$ cat src/rtl/gb_mbc1.sv
// gb_mbc1: MBC1 cartridge mapper. It decodes mapper register writes from the
// console bus and translates CPU addresses into physical ROM and cart-RAM
// addresses. Read data is returned one cycle after the address is presented.
module gb_mbc1 #(
  parameter int ROM_AW = 21,
  parameter int RAM_AW = 15
) (
  input  logic              clk,
  input  logic              reset,
  input  logic [15:0]       cart_addr,
  input  logic              cart_rd,
  input  logic              cart_wr,
  input  logic [7:0]        cart_di,
  output logic [7:0]        cart_do,
  input  logic [6:0]        rom_mask,
  input  logic [1:0]        ram_mask,
  input  logic              ram_present,
  output logic [ROM_AW-1:0] rom_addr,
  output logic              rom_rd,
  input  logic [7:0]        rom_q,
  output logic [RAM_AW-1:0] ram_addr,
  output logic              ram_we,
  output logic [7:0]        ram_d,
  input  logic [7:0]        ram_q
);

  typedef enum logic [1:0] {
    RSEL_NONE = 2'd0,
    RSEL_ROM  = 2'd1,
    RSEL_RAM  = 2'd2
  } rsel_t;

  logic       ram_en;
  logic [4:0] bank1;
  logic [1:0] bank2;
  logic       mode;
  logic       wr_d;
  rsel_t      rsel, rsel_nxt;

  logic       wr_edge;
  logic       in_ram_win;
  logic [4:0] bank1_eff;
  logic [6:0] rom_bank;
  logic [1:0] ram_bank;
  logic [20:0] rom_full;
  logic [14:0] ram_full;

  assign wr_edge    = cart_wr && !wr_d;
  assign in_ram_win = (cart_addr[15:13] == 3'b101);

  // Mapper registers: one update per write strobe, taken on its rising edge.
  // wr_d resets high so a strobe still held when reset drops is not an edge.
  always_ff @(posedge clk) begin
    if (reset) begin
      ram_en <= 1'b0;
      bank1  <= 5'd0;
      bank2  <= 2'd0;
      mode   <= 1'b0;
      wr_d   <= 1'b1;
      rsel   <= RSEL_NONE;
    end else begin
      wr_d <= cart_wr;
      rsel <= rsel_nxt;
      if (wr_edge) begin
        case (cart_addr[15:13])
          3'b000:  ram_en <= (cart_di[3:0] == 4'hA);
          3'b001:  bank1  <= cart_di[4:0];
          3'b010:  bank2  <= cart_di[1:0];
          3'b011:  mode   <= cart_di[0];
          default: ;
        endcase
      end
    end
  end

  // Read source for the next cycle, registered so cart_do lines up with the
  // one-cycle latency of the attached synchronous memories.
  always_comb begin
    rsel_nxt = RSEL_NONE;
    if (!cart_addr[15])
      rsel_nxt = RSEL_ROM;
    else if (in_ram_win && ram_en && ram_present)
      rsel_nxt = RSEL_RAM;
  end

  // ROM bank selection; a raw bank1 of zero (all five bits) reads as bank 1.
  always_comb begin
    bank1_eff = (bank1 == 5'd0) ? 5'd1 : bank1;
    if (!cart_addr[14])
      rom_bank = mode ? {bank2, 5'd0} : 7'd0;
    else
      rom_bank = {bank2, bank1_eff};
    ram_bank = mode ? bank2 : 2'd0;
  end

  assign rom_full = {rom_bank & rom_mask, cart_addr[13:0]};
  assign ram_full = {ram_bank & ram_mask, cart_addr[12:0]};
  assign rom_addr = ROM_AW'(rom_full);
  assign ram_addr = RAM_AW'(ram_full);
  assign rom_rd   = cart_rd && !cart_addr[15] && !reset;
  assign ram_d    = cart_di;
  // Level write enable: repeated writes of the same byte are harmless, and a
  // disable of ram_en cuts the strobe off from the following cycle.
  assign ram_we   = cart_wr && in_ram_win && ram_en && ram_present && !reset;

  // Return data from whichever memory was addressed last cycle.
  always_comb begin
    case (rsel)
      RSEL_ROM: cart_do = rom_q;
      RSEL_RAM: cart_do = ram_q;
      default:  cart_do = 8'hFF;
    endcase
  end

endmodule

$ cat config.mk
export PLATFORM = sky130hd
export DESIGN_NAME = gb_mbc1
export DESIGN_NICKNAME = d
export VERILOG_FILES = /design/src/rtl/gb_mbc1.sv
export SDC_FILE = /design/constraint.sdc
export NUM_CORES = 1
export LEC_CHECK = 0
export CAP_MARGIN = 20
export CORE_MARGIN = 5
export CORE_UTILIZATION = 25
export DETAILED_ROUTE_END_ITERATION = 6
export PLACE_DENSITY = 0.71
export SYNTH_ARGS = -nofsm -noshare
export SYNTH_HDL_FRONTEND = slang
export SYNTH_SLANG_ARGS = --single-unit
$ cat constraint.sdc
create_clock -name clk -period 1.4 [get_ports clk]
set_input_delay 0.14 -clock clk [delete_from_list [all_inputs] [get_ports clk]]
set_output_delay 0.14 -clock clk [all_outputs]
set_load 0.02 [all_outputs]
Yosys cells after proc, flatten, opt, wreduce, memory -nomap -nowiden
Index checks and enable logic that the tools add are counted.
{"block": "word_totals", "out_inout_bits": 54, "register_bits": 12, "inputBits": 54}
{"block": "classes", "n_bitwise": 3, "mux": 7, "reduce_logical": 19, "n_eq_ne": 7}
{"op": "8-bit one-hot mux with 2 select lines", "n": 1}
{"op": "7-bit two-way mux", "n": 2}
{"op": "1-bit logical AND", "n": 9}
{"op": "2-bit AND reduction", "n": 4}
{"op": "7-bit bitwise AND", "n": 1}
{"op": "3-bit by 2-bit == test with 1-bit output (second input constant)", "n": 2}
{"op": "5-bit logical NOT", "n": 1}
{"op": "5-bit two-way mux", "n": 1}
{"op": "4-bit == test (second input constant)", "n": 1}
{"op": "2-bit two-way mux", "n": 2}
{"op": "3-bit by 1-bit == test with 1-bit output (second input constant)", "n": 1}
{"op": "3-bit == test (second input constant)", "n": 1}
{"op": "1-bit logical NOT", "n": 3}
{"op": "3-bit logical NOT", "n": 1}
{"op": "2-bit bitwise AND", "n": 1}
{"op": "2-bit by 1-bit == test with 1-bit output (second input constant)", "n": 1}
{"op": "2-bit == test (second input constant)", "n": 1}
{"op": "2-bit OR reduction", "n": 1}
{"op": "1-bit two-way mux", "n": 1}
{"op": "1-bit NOT", "n": 1}

Logic depth before layout (Yosys ltp)
{"block": "depth", "word_depth": 5, "depth_mapped": 4}

Least setup slack after synthesis
No wires, ideal clock.
{"block": "synth_timing", "path_type": "register to output", "start": "register rsel[0]", "end": "output port cart_do[0]", "arrival_ps": 1129, "stages_incl_launch_ff": 5, "n_path_buf": 1, "t_required_ps": 1260, "setup_slack_ps": 131, "cell_sequence": "dfxtp_1 -> inv_1 -> ha_1 -> clkbuf_1 -> a221o_1"}
{"block": "synth_between", "elab_chain_cells": 2}
{"element": "from (decl)", "line_no": "38", "source": "rsel_t rsel, rsel_nxt;"}
{"element": "from (signal assigned)", "line_no": "63", "source": "rsel <= rsel_nxt;"}
{"element": "2-bit == test / 2-bit by 1-bit == test with 1-bit output (equally long branches)", "line_no": "108", "source": "case (rsel)"}
{"element": "8-bit one-hot mux with 2 select lines (*)", "line_no": "108"}
{"element": "to (decl)", "line_no": "14", "source": "output logic [7:0] cart_do,"}
Every way passes the cells marked *; elsewhere a longest branch is shown, timed or not.

Final worst setup path
{"block": "layout_timing", "start": "register rsel[0]", "end": "output port cart_do[5]"}
The elaborated chain is that of the path after synthesis.

==> summary.txt <==
Status
  • Run status: complete, but fails checks
  • Failing checks: setup timing

Floorplan
  • Row cnt: 23
  • Full die area: 5340 sq um
  • Starting density of the core: 25.4%
  • Die H: 73.1 um
  • Die W: 73.1 um
  • I/O pin count: 108
  • Core area: 3910 sq um

Route
  • WL per Instance: 12.8 um
  • Post-DR vias/cell: 4.26
  • DRT Wirelength: 2.72 mm
  • Vias: 908
  • Number of remaining DRC errors: 0
  • Antenna viol nets, final: 0
  • Initial drt markers: 17
  • Drt pass-1 iters: 4

Placement
  • DPL Wire Length: 2.20 mm
  • RePlAce Congestion: 0.687
  • Cell Area, Placed: 1520 sq um
  • Port buffer count: 62

Power and ir drop
  • Clock Power Share: 37.1%
  • Pleak: 0.707 nW
  • Cell Int Power: 0.000776 W
  • Seq pwr share: 34.5%
  • Max rail drop VDD: 370 uV
  • Psw: 0.000239 W
  • Net Sw Frac: 23.6%
  • Overall power: 0.00102 W
  • Power per Cell Area: 624 nW/um^2
  • Combinational share of power: 28.4%

Timing
  • RSZ-0062 raised after global routing: true
  • Finish-stage setup viols: 8
  • Count of final hold-check violations: 0
  • Post-route minimum period: 1430 ps
  • Final period util: 102%
  • Fin. max-slew vios: 0
  • Worst hold slack: 168 ps
  • Final setup TNS: -202 ps
  • Final setup margin: -33.9 ps
  • Relative max-transition margin: 84.7%
  • FMAX: 697 MHz
  • Worst Skew: 2.64 ps
  • Worst slew pin tran: 229 ps

Worst setup path
  • Required @ worst endpoint: 1260 ps
  • WS Path Type: reg -> out
  • Critical Path Source Type: register
  • Crit-path slowest cell: dfxtp_2
  • R2R depth: 3
  • Crit path DAT: 1290 ps
  • Crit Path Max Fanout: 8
  • Critical path endpoint category: output port
  • RR Endpoint: bank2[1]
  • Crit path cell chain: inv_2 > ha_4 > a221o_1 > buf_6
  • Reg-to-reg setup timing slack: 130 ps
  • RR Startpoint: wr_d
  • Slowest cell delay on critical path: 350 ps

Yosys
  • Area share of the largest cell type after synthesis: 26.4%
  • Avg Synthesized Cell Area: 8.29 sq um
  • Synth Cell Area: 995 sq um
  • Area leader, netlist: buf_4
  • Post-synthesis cell count: 120
  • Top post-synthesis cells by area: buf_4 26%, dfxtp_1 24%, a221o_1 8.1%
  • Syn nets: 176
  • Seq/Total Area, Yosys: 24.2%
  • Synth Register Bits: 12
  • Warnings, synthesis: 0
  • Asr flop ratio synth: 0%
  • Dominant synthesized flop cell: dfxtp_1
  • Synth unique cells: 27
  • Post-synth EDFFs: 0

Hold path
  • Hold Path Depth: 2
  • Worst hold path type: in -> reg
  • Worst Hold Launch: cart_wr
  • Hold endpoint: wr_d

Finish
  • Area Overhead vs Synth: 63.5%
  • Final instance area: 1630 sq um
  • Most frequent cells in the layout: 35 x clkdlybuf4s50_1, 18 x buf_4, 10 x dfxtp_1, 9 x buf_6, 8 x a221o_1
  • Fill count: 411
  • Layout cells sized above 1: 33.1%
  • Commonest non-fill, non-tap cell in the layout: clkdlybuf4s50_1
  • # nets final: 220
  • # diodes: 0

Global routing
  • First-pass GRT wire length: 4.11 mm
  • Vias in the first global route: 880
  • GR Overflow Total: 0
  • Initial antenna violation count: 0
  • Largest net degree at the start of global routing: 14
  • GRT Util Overall: 9.98%

Flow run
  • Max Cap Viol: 0

Clock network
  • Clk Latency, worst-skew pair: 240 ps
  • Worst-path clk slew: 50 ps
  • TritonCTS clock tree: built
  • Num CTS Buffers: 3
  • Clock tree buffer depth: 2
  • CTS H-tree depth: 1
  • Root Buffer Master: clkbuf_8
  • # clock sinks: 12
-- area by class of cell --
type	instances	area [sq um]	area share, %
Clock buffer	4	55.1	3.38
Tap cell	50	62.6	3.85
Multi-Input combinational cell	64	503	30.9
Inverter	2	7.51	0.462
Timing Repair Buffer	81	756	46.5
Sequential cell	12	243	14.9
-- kinds of logic after synthesis --
kind of cell,synth area share (%)
buf+inv,30.7
simple gates,24.5
compound gates,15.1
flops,24.2
mux,3.02
fa+ha+maj,2.52
-- layer usage --
| metal | part of all wire [%] | global-route usage (%) |
|---|---|---|
| met1 | 41 | 11.5 |
| met2 | 47 | 15.8 |
| met3 | 7.4 | 2.20 |
| met4 | 3.9 | 7.79 |
| met5 | 0 | 0 |
-- flip-flops by register name, summed over array words and instances (netlist names) --
register	flops
ram_en	1
bank1	5
rsel	2
bank2	2
mode	1
wr_d	1
-- metrics by stage --
step                      cells  setup WS (ps)  util, %
after global placement      208           -556     38.7
after floorplan             120            131        -
final                       213          -33.9     41.6
after global routing        213          -80.3     41.6
after CTS                   212          -55.5     41.2
after detailed placement    208           -539     38.7
-- what timing repair did --
item	CTS	global route
pin swaps	11	3
resized for setup	94	12
buffers inserted	0	1
hold buffers	0	0
setup endpoints to repair	29	20
-- power groups by stage --
stage | Clock (W) | Sequential (W) | Combinational (W)
2_1_floorplan | 0 | 0.000356 | 0.000222
3_3_place_gp | 0 | 0.000356 | 0.000280
3_5_place_dp | 0 | 0.000356 | 0.000281
4_1_cts | 0.000387 | 0.000350 | 0.000285
5_1_grt | 0.000410 | 0.000351 | 0.000306
6_report | 0.000376 | 0.000351 | 0.000288
-- cells in the mapped netlist (all sizes together) (2+ instances only) --
master and number:
a21oi 4, a221o 8, and2 2, and3 6
buf 37, clkbuf 5, dfxtp 12, ha 2
inv 2, mux2i 3, nand2 4, nand2b 7
nand4b 4, nor2 5, nor2b 2, nor3 2
nor3b 2, o21ai 8
-- worst max-delay path by stage --
stage,start,to
2_1_floorplan,rsel[0],cart_do[0]
3_3_place_gp,reset,ram_we
3_5_place_dp,reset,ram_we
4_1_cts,rsel[1],cart_do[5]
5_1_grt,rsel[0],cart_do[2]
6_report,rsel[0],cart_do[5]
-- worst max-delay path: cells and delay by family, from the launching register on --
family	cells	cell delay, ps
AO/OA/AOI/OAI	1	280
flip-flops	1	350
buffers and inverters	2	190
adder cells (fa/ha/maj)	1	240
Power figures use the tool's default switching activity.
